==> src/rtl/ysyx_25030077_arbiter.sv <==
// Two-master (IFU read-only, LSU read/write) to one-slave AXI-lite arbiter, one transaction at a time.
// Optional ARB_ROUND_ROBIN_EN alternates grants between IFU and LSU on contention.
module ysyx_25030077_arbiter #(
  parameter int unsigned ADDR_W = 32,
  parameter int unsigned DATA_W = 32
) (
  input  logic              clock,
  input  logic              reset,
  input  logic              ifu_ar_valid,
  output logic              ifu_ar_ready,
  input  logic [ADDR_W-1:0] ifu_ar_addr,
  output logic              ifu_r_valid,
  input  logic              ifu_r_ready,
  output logic [DATA_W-1:0] ifu_r_data,
  input  logic              lsu_ar_valid,
  output logic              lsu_ar_ready,
  input  logic [ADDR_W-1:0] lsu_ar_addr,
  input  logic [2:0]        lsu_ar_strb,
  output logic              lsu_r_valid,
  input  logic              lsu_r_ready,
  output logic [DATA_W-1:0] lsu_r_data,
  input  logic              lsu_aw_valid,
  output logic              lsu_aw_ready,
  input  logic [ADDR_W-1:0] lsu_aw_addr,
  input  logic              lsu_w_valid,
  output logic              lsu_w_ready,
  input  logic [DATA_W-1:0] lsu_w_data,
  input  logic [2:0]        lsu_w_strb,
  output logic              lsu_b_valid,
  input  logic              lsu_b_ready,
  output logic [1:0]        lsu_b_resp,
  output logic              io_axi_ar_valid,
  input  logic              io_axi_ar_ready,
  output logic [ADDR_W-1:0] io_axi_ar_addr,
  output logic [2:0]        io_axi_ar_strb,
  input  logic              io_axi_r_valid,
  output logic              io_axi_r_ready,
  input  logic [DATA_W-1:0] io_axi_r_data,
  output logic              io_axi_aw_valid,
  input  logic              io_axi_aw_ready,
  output logic [ADDR_W-1:0] io_axi_aw_addr,
  output logic              io_axi_w_valid,
  input  logic              io_axi_w_ready,
  output logic [DATA_W-1:0] io_axi_w_data,
  output logic [2:0]        io_axi_w_strb,
  input  logic              io_axi_b_valid,
  output logic              io_axi_b_ready,
  input  logic [1:0]        io_axi_b_resp
);

  typedef enum logic [1:0] {StIdle, StIfuRd, StLsuRd, StLsuWr} state_e;

  state_e state_q, state_d;
  logic   addr_done_q, addr_done_d;
  logic   aw_done_q, aw_done_d;
  logic   w_done_q, w_done_d;
  logic   aw_hs, w_hs, wr_both_done;
  logic   lsu_wr_req;

  assign lsu_wr_req = lsu_aw_valid | lsu_w_valid;

`ifdef ARB_ROUND_ROBIN_EN
  // last_gnt: 0 = IFU, 1 = LSU
  logic last_gnt_q, last_gnt_d;
  logic lsu_wins;
  assign lsu_wins = (lsu_wr_req | lsu_ar_valid) & (!ifu_ar_valid | !last_gnt_q);
`endif

  always_comb begin
    state_d         = state_q;
    addr_done_d     = addr_done_q;
    aw_done_d       = aw_done_q;
    w_done_d        = w_done_q;
`ifdef ARB_ROUND_ROBIN_EN
    last_gnt_d      = last_gnt_q;
`endif
    aw_hs           = 1'b0;
    w_hs            = 1'b0;
    wr_both_done    = 1'b0;
    ifu_ar_ready    = 1'b0;
    ifu_r_valid     = 1'b0;
    ifu_r_data      = '0;
    lsu_ar_ready    = 1'b0;
    lsu_r_valid     = 1'b0;
    lsu_r_data      = '0;
    lsu_aw_ready    = 1'b0;
    lsu_w_ready     = 1'b0;
    lsu_b_valid     = 1'b0;
    lsu_b_resp      = '0;
    io_axi_ar_valid = 1'b0;
    io_axi_ar_addr  = '0;
    io_axi_ar_strb  = '0;
    io_axi_r_ready  = 1'b0;
    io_axi_aw_valid = 1'b0;
    io_axi_aw_addr  = '0;
    io_axi_w_valid  = 1'b0;
    io_axi_w_data   = '0;
    io_axi_w_strb   = '0;
    io_axi_b_ready  = 1'b0;

    unique case (state_q)
      StIdle: begin
`ifdef ARB_ROUND_ROBIN_EN
        if (lsu_wins) begin
          state_d    = lsu_wr_req ? StLsuWr : StLsuRd;
          last_gnt_d = 1'b1;
        end else if (ifu_ar_valid) begin
          state_d    = StIfuRd;
          last_gnt_d = 1'b0;
        end
`else
        if (lsu_wr_req)        state_d = StLsuWr;
        else if (lsu_ar_valid) state_d = StLsuRd;
        else if (ifu_ar_valid) state_d = StIfuRd;
`endif
      end

      StIfuRd: begin
        if (!addr_done_q) begin
          io_axi_ar_valid = ifu_ar_valid;
          io_axi_ar_addr  = ifu_ar_addr;
          io_axi_ar_strb  = 3'b010;  // instruction fetch is always a full word
          ifu_ar_ready    = io_axi_ar_ready;
          if (ifu_ar_valid && io_axi_ar_ready) addr_done_d = 1'b1;
        end
        ifu_r_valid    = io_axi_r_valid;
        ifu_r_data     = io_axi_r_data;
        io_axi_r_ready = ifu_r_ready;
        if (io_axi_r_valid && ifu_r_ready) begin
          state_d     = StIdle;
          addr_done_d = 1'b0;
        end
      end

      StLsuRd: begin
        if (!addr_done_q) begin
          io_axi_ar_valid = lsu_ar_valid;
          io_axi_ar_addr  = lsu_ar_addr;
          io_axi_ar_strb  = lsu_ar_strb;
          lsu_ar_ready    = io_axi_ar_ready;
          if (lsu_ar_valid && io_axi_ar_ready) addr_done_d = 1'b1;
        end
        lsu_r_valid    = io_axi_r_valid;
        lsu_r_data     = io_axi_r_data;
        io_axi_r_ready = lsu_r_ready;
        if (io_axi_r_valid && lsu_r_ready) begin
          state_d     = StIdle;
          addr_done_d = 1'b0;
        end
      end

      StLsuWr: begin
        if (!aw_done_q) begin
          io_axi_aw_valid = lsu_aw_valid;
          io_axi_aw_addr  = lsu_aw_addr;
          lsu_aw_ready    = io_axi_aw_ready;
          aw_hs           = lsu_aw_valid & io_axi_aw_ready;
        end
        if (!w_done_q) begin
          io_axi_w_valid = lsu_w_valid;
          io_axi_w_data  = lsu_w_data;
          io_axi_w_strb  = lsu_w_strb;
          lsu_w_ready    = io_axi_w_ready;
          w_hs           = lsu_w_valid & io_axi_w_ready;
        end
        if (aw_hs) aw_done_d = 1'b1;
        if (w_hs)  w_done_d  = 1'b1;
        // The response may complete in the same cycle as the last address/data handshake.
        wr_both_done   = (aw_done_q | aw_hs) & (w_done_q | w_hs);
        lsu_b_valid    = io_axi_b_valid & wr_both_done;
        io_axi_b_ready = lsu_b_ready & wr_both_done;
        lsu_b_resp     = io_axi_b_resp;
        if (io_axi_b_valid && io_axi_b_ready) begin
          state_d   = StIdle;
          aw_done_d = 1'b0;
          w_done_d  = 1'b0;
        end
      end

      default: state_d = StIdle;
    endcase
  end

  always_ff @(posedge clock or negedge reset) begin
    if (!reset) begin
      state_q     <= StIdle;
      addr_done_q <= 1'b0;
      aw_done_q   <= 1'b0;
      w_done_q    <= 1'b0;
`ifdef ARB_ROUND_ROBIN_EN
      last_gnt_q  <= 1'b0;
`endif
    end else begin
      state_q     <= state_d;
      addr_done_q <= addr_done_d;
      aw_done_q   <= aw_done_d;
      w_done_q    <= w_done_d;
`ifdef ARB_ROUND_ROBIN_EN
      last_gnt_q  <= last_gnt_d;
`endif
    end
  end

endmodule

==> config.mk <==
export PLATFORM = sky130hd
export DESIGN_NAME = ysyx_25030077_arbiter
export DESIGN_NICKNAME = d
export VERILOG_FILES = /design/src/rtl/ysyx_25030077_arbiter.sv
export SDC_FILE = /design/constraint.sdc
export NUM_CORES = 1
export LEC_CHECK = 0
export CORE_AREA = 3 3 141 143
export DETAILED_ROUTE_END_ITERATION = 10
export DIE_AREA = 0 0 144 146
export PLACE_DENSITY = 0.56
export SYNTH_ARGS = -nofsm -noshare
export SYNTH_HDL_FRONTEND = slang
export SYNTH_SLANG_ARGS = --single-unit
==> constraint.sdc <==
create_clock -name clock -period 2 [get_ports clock]
set_input_delay 0.4 -clock clock [delete_from_list [all_inputs] [get_ports clock]]
set_output_delay 0.4 -clock clock [all_outputs]
set_load 0.05 [all_outputs]
==> flow_summary.json, run 1 <==
{
  "ant_nets": 0,
  "slew_headroom": 0.797,
  "drive_above_1_share": 0.526,
  "worst_pin_slew_ns": 0.304,
  "power.leakage_nw": 3.43,
  "initial_core_util": 0.0929,
  "synth_top_cell_by_area": "and2_1",
  "r2r_end": "state_q[1]",
  "cts_root_buf": "clkbuf_16",
  "yosys.cell_types.count": 28,
  "multiInputGateArea_um2": 1950,
  "nFillCells": 1686,
  "dr_total_vias": 3250,
  "fin_worst_skew_ns": 0.000937,
  "worstPathArrival_ns": 1.78,
  "startpoint": "state_q[0]",
  "criticalPathCategory": "reg2out",
  "min_period_ns": 2.18,
  "hold_buffers": 0,
  "layout_setup_ws_ns": -0.175,
  "netlist.area_leader.share": 0.515,
  "num_rows": 50,
  "viasPerCell": 3.80,
  "synthesis.nets": 438,
  "io_buffers": 361,
  "crit-reg2reg-launch": "state_q[0]",
  "avgSynthCellArea_um2": 6.92,
  "syn2layout_area_growth_pct": 376,
  "drv_slew": 0,
  "tns_ns": -7.20,
  "antenna_found_initial": 0,
  "cts_tree": "done",
  "rsz0062_at_grt": "true",
  "wl_per_cell_um": 17.8,
  "cts.clk_slew.worst_paths_ns": 0.03,
  "die_area_um2": 21000,
  "drt-pass1-iter-count": 4,
  "gp_congestion": 0.739,
  "cap_viol_max_count": 0,
  "synth_cells": 251,
  "layout.nets": 810,
  "cts-htree-levels": 1,
  "hold_path.class": "in2async",
  "dp_hpwl_um": 12100,
  "ys_seq_area_frac": 0.0720,
  "synth_edf_count": 0,
  "design.core.area_um2": 18700,
  "clk_path_buf_depth": 2,
  "end_kind": "output port",
  "power_mw": 9.70,
  "critPathRequiredTime_ns": 1.60,
  "seqCellArea_um2": 125,
  "reg2reg_depth": 6,
  "ys_warn_count": 0,
  "wl_um": 15200,
  "yosys-top-cells-area": "and2_1, a22o_1, dfrtp_1, ha_1, buf_2",
  "fp.dieH_um": 146,
  "status": "finished with violations",
  "fp.dieW_um": 144,
  "insertion_delay_ns": 0.22,
  "finalCritPeriodShare": 1.09,
  "start_kind": "register",
  "grt_overflow": 0,
  "finalHoldViolCount": 0,
  "max_freq_ghz": 0.460,
  "ys.flop_type": "dfrtp_1",
  "final_cell_mix": "buf_12, clkdlybuf4s50_1, and2_1",
  "rrSetupSlack_ns": 0.30,
  "cts_buffers": 3,
  "grt_pass1_vias": 3254,
  "syn_area_um2": 1740,
  "drt_iter0_drc": 77,
  "drc": 0,
  "cts.sinks": 5,
  "grt_use_total": 0.117,
  "setup_viol": 107,
  "synthArstFlopShare": 1.00,
  "ios": 362,
  "violations": "setup timing",
  "layout_commonest_cell": "buf_12",
  "worstPathMaxFanout": 5,
  "grt_pass1_wl_um": 19500,
  "p_per_area_nw_per_um2": 1170,
  "diodes": 0,
  "ir_worst_vdd_mv": 0.600,
  "grt_max_degree": 39,
  "ys_ff_latch": 5
}
## cells in the mapped netlist (3+ instances only)
cell type and instances:
a22o_1 33, nand2_1 8, dfrtp_1 5, nor2_1 3
and2_1 143, and3b_1 4, nand3_1 3, clkbuf_1 13
buf_2 10, ha_1 5
## state kept, by name, summed over array words and instances (netlist names)
| register | cells |
|---|---|
| state_q | 2 |
| addr_done_q | 1 |
| aw_done_q | 1 |
| w_done_q | 1 |
## where the power goes
group	total (mW)	switching, mW	internal (mW)
Clock	0.323	0.0593	0.264
Sequential	0.212	0.0578	0.155
Combinational	9.17	4.61	4.56
## kinds of logic after synthesis
kind of cell             after synthesis  synth area share
AND/OR/NAND/NOR                      170             0.605
AO/OA/AOI/OAI                         43             0.207
multiplexers                           3            0.0180
flip-flops                             5            0.0720
buffers and inverters                 25            0.0612
adder cells (fa/ha/maj)                5            0.0360
## cell type report
cell class | instances | area share
clock buffers | 4 | 0.00952
inverters | 2 | 0.000907
repair buffers | 390 | 0.703
flip-flops and latches | 5 | 0.0151
multi-input cells | 221 | 0.236
well taps | 234 | 0.0354
## how the worst max path moves through the flow
| stage | to | slack [ns] | depth (start not counted) |
|---|---|---|---|
| 2_1_floorplan | io_axi_ar_addr[12] | -0.009 | 6 |
| 3_3_place_gp | lsu_b_valid | -0.03 | 6 |
| 3_5_place_dp | io_axi_ar_addr[27] | -0.02 | 6 |
| 4_1_cts | io_axi_ar_addr[16] | -0.22 | 6 |
| 5_1_grt | io_axi_ar_addr[17] | -0.20 | 6 |
| 6_report | io_axi_ar_addr[27] | -0.18 | 6 |
## per-stage QoR
step	setup WS [ns]	area, µm²	instances	util	hold WS (ns)
floorplan	-0.00901	1790	251	-	0.104
global placement	-0.0307	7610	841	0.407	0.565
detailed placement	-0.0232	7610	841	0.407	0.564
CTS	-0.217	7750	846	0.414	0.404
global route	-0.197	8280	856	0.442	0.422
finish	-0.175	8280	856	0.442	0.400
## critical path: stages (launching register included)
cell and delay, ns:
dfrtp_1 0.38, buf_4 0.16, ha_4 0.17, and3b_4 0.25, clkbuf_16 0.18, a22o_4 0.26
buf_12 0.15
## routing by layer
metal / wire (µm) / GRT usage / share of wire / up-vias
met3: 1780 / 0.0509 / 0.12 / 8
met2: 8480 / 0.230 / 0.56 / 196
li1: - / - / - / 1576
met4: 102 / 0.0132 / 0.0067 / 0
met5: 0 / 0 / 0 / -
met1: 4870 / 0.116 / 0.32 / 1470
## repair_timing
item,in CTS,in global routing
gates cloned,0,10
endpoints found under the setup margin,111,146
buffers inserted,1,0
pin swaps,0,28
gates resized for setup,19,89
No activity file was read; power rests on OpenSTA's default activity.
==> run 2, diff against run 1 <==
Settings changed: ABC_AREA set to 1, PLACE_DENSITY 0.56 to 0.58, SETUP_SLACK_MARGIN set to 0.4.
==> run 2 against run 1 <==
The flow still finishes with violations (setup timing). Die area did not move. Synthesized cell count rose by 93%. Clock skew barely moved.
==> flow_summary.json, run 2 <==
{
  "p_per_area_nw_per_um2": 1190,
  "io_buffers": 361,
  "wl_per_cell_um": 16.2,
  "grt_max_degree": 25,
  "synth_mux_area_frac": 0,
  "drt-pass1-iter-count": 3,
  "hold_buffers": 0,
  "critPathRequiredTime_ns": 1.60,
  "fp.dieW_um": 144,
  "viasPerCell": 3.97,
  "fp.dieH_um": 146,
  "final_core_util": 0.575,
  "worstPathMaxFanout": 8,
  "cap_viol_max_count": 0,
  "drt-met1-wl_um": 6180,
  "insertion_delay_ns": 0.23,
  "routed.top_layer": "met4",
  "cts.clk_slew.worst_paths_ns": 0.04,
  "cts.sinks": 5,
  "rsz0062_at_grt": "true",
  "ys_seq_area_frac": 0.0587,
  "synth_cells": 485,
  "yosys-top-cells-area": "inv_1, nand2_1, nor2_1, nand3_1, dfrtp_1",
  "cp_slowest_cell": "dfrtp_1",
  "criticalPathCategory": "reg2out",
  "dp_hpwl_um": 13800,
  "top_register": "state_q",
  "end_kind": "output port",
  "fin_worst_skew_ns": 0.00118,
  "layout_commonest_cell": "buf_12",
  "tns_ns": -15.43,
  "ir_worst_vdd_mv": 0.701,
  "stdcell_count": 1127,
  "cts-htree-levels": 1,
  "dr_wl_met3_um": 1570,
  "yosys.cell_types.count": 17,
  "netlist.area_leader.share": 0.271,
  "synthArstFlopShare": 1.00,
  "crit_family": "buffers and inverters",
  "crit_top_cell": "buf_12",
  "syn2layout_area_growth_pct": 405,
  "ant_nets": 0,
  "min_period_ns": 2.18,
  "setup_viol": 129,
  "largest_register_ff_count": 2,
  "finalCritPeriodShare": 1.09,
  "start_kind": "register",
  "die_area_um2": 21000,
  "critPathBufInv": 6,
  "grt_pass1_vias": 4505,
  "place_inst": 1077,
  "critical_path_depth": 10,
  "wl_um": 18300,
  "synth_edf_count": 0,
  "startpoint": "state_q[1]",
  "gp_congestion": 0.831,
  "synthTopCellsByCount": "inv_1, nand2_1, nor2_1, nand3_1, a21oi_1",
  "violations": "setup timing",
  "synth_compound_area_frac": 0.0341,
  "final_cell_mix": "buf_12, clkdlybuf4s50_1, inv_1",
  "avgSynthCellArea_um2": 4.39,
  "drt_iter0_drc": 89,
  "wl_met2_um": 10200,
  "dr_total_vias": 4474,
  "finalHoldViolCount": 0,
  "cpPeakStageDelay_ns": 0.41,
  "worstPathArrival_ns": 1.78,
  "crit_chain": "inv_2 -> ha_4 -> inv_4 -> nor2_4 -> buf_12 -> buf_12 -> buf_16 -> nand3_2 -> nand2_4 -> buf_12",
  "layout_setup_ws_ns": -0.185,
  "ys_ff_latch": 5,
  "grt_pass1_wl_um": 25900,
  "grt_use_total": 0.158,
  "synth-xor-area-share": 0,
  "status": "finished with violations",
  "drc": 0,
  "antenna_found_initial": 0,
  "design.core.area_um2": 18700,
  "reg2reg_depth": 10,
  "syn_area_um2": 2130,
  "hold_path.class": "in2async",
  "initial_core_util": 0.114,
  "crit-reg2reg-launch": "state_q[1]",
  "ios": 362,
  "ys_warn_count": 0,
  "grt_overflow": 0,
  "cts_root_buf": "clkbuf_16",
  "synth_top_cell_by_area": "inv_1",
  "diodes": 0,
  "cts_buffers": 3,
  "max_freq_ghz": 0.458,
  "power.leakage_nw": 4.44,
  "num_rows": 50,
  "ys.flop_type": "dfrtp_1",
  "post-synth-top-count-cell": "inv_1",
  "power_mw": 12.8,
  "slew_headroom": 0.733,
  "synth_simple_gate_area_share": 0.533,
  "layout.nets": 1081,
  "worst_pin_slew_ns": 0.399,
  "worst_hold_slack_ns": 0.468,
  "clk_path_buf_depth": 2,
  "drv_slew": 0,
  "cts_tree": "done",
  "synthesis.nets": 672,
  "drive_above_1_share": 0.627,
  "synth_top_family_by_area": "simple AND/OR/NAND/NOR gates",
  "synth_fa_ha_area_frac": 0.0294
}
run 2: changes by cell type after synthesis, moves of 33 or more:
cell / before / now
a22o_1: 33 / 0
and2_1: 143 / 0
inv_1: 2 / 154
nand2_1: 8 / 136
nand3_1: 3 / 58
nor2_1: 3 / 79
run 2: routing by layer:
metal  GRT usage  vias to the layer above
li1            -                     2194
met1       0.159                     2056
met2       0.317                      206
met3      0.0417                       18
met4      0.0292                        0
met5           0                        -
run 2: report_power, final:
| group | total, mW | internal (mW) | switching [mW] |
|---|---|---|---|
| registers | 0.204 | 0.151 | 0.0530 |
| clock network | 0.341 | 0.265 | 0.0756 |
| logic | 12.3 | 5.74 | 6.52 |
run 2: worst paths after layout:
path,to,slack (ns)
worst max-delay path,io_axi_ar_addr[11],-0.18
worst min-delay path,addr_done_q,0.47
worst max register to register,state_q[1],0.35
worst min register to register,aw_done_q,0.62
max in group asynchronous,aw_done_q,1.25
min in group clock,aw_done_q,0.62
run 2: cells by family (layout without fill, tap and decap cells):
group / Yosys count / count (layout)
AOI/OAI and AO/OA: 14 / 14
adders and majority gates: 5 / 5
buffers and inverters: 183 / 591
DFF: 5 / 5
and+or+nand+nor: 278 / 278
run 2: what timing repair did:
| action | in CTS | in global routing |
|---|---|---|
| setup endpoints to repair | 180 | 184 |
| setup buffers | 21 | 3 |
| hold endpoints to repair | 0 | 0 |
| pin swaps | 16 | 12 |
| gates resized for setup | 128 | 95 |
| gates cloned | 15 | 7 |
run 2: final cells by class:
type,count,area [µm²]
Sequential cell,5,125
Timing Repair Buffer,431,6620
Clock buffer,4,78.8
Multi-Input combinational cell,297,2890
Tap cell,234,293
Fill cell,1521,7950
Inverter,156,752
run 2: metrics by stage:
stage | setup slack, ns | cell area, µm²
2_1_floorplan | 0.0697 | 3290
3_3_place_gp | 0.00756 | 9080
3_5_place_dp | -0.0209 | 9080
4_1_cts | -0.142 | 10300
5_1_grt | -0.267 | 10800
6_report | -0.185 | 10800
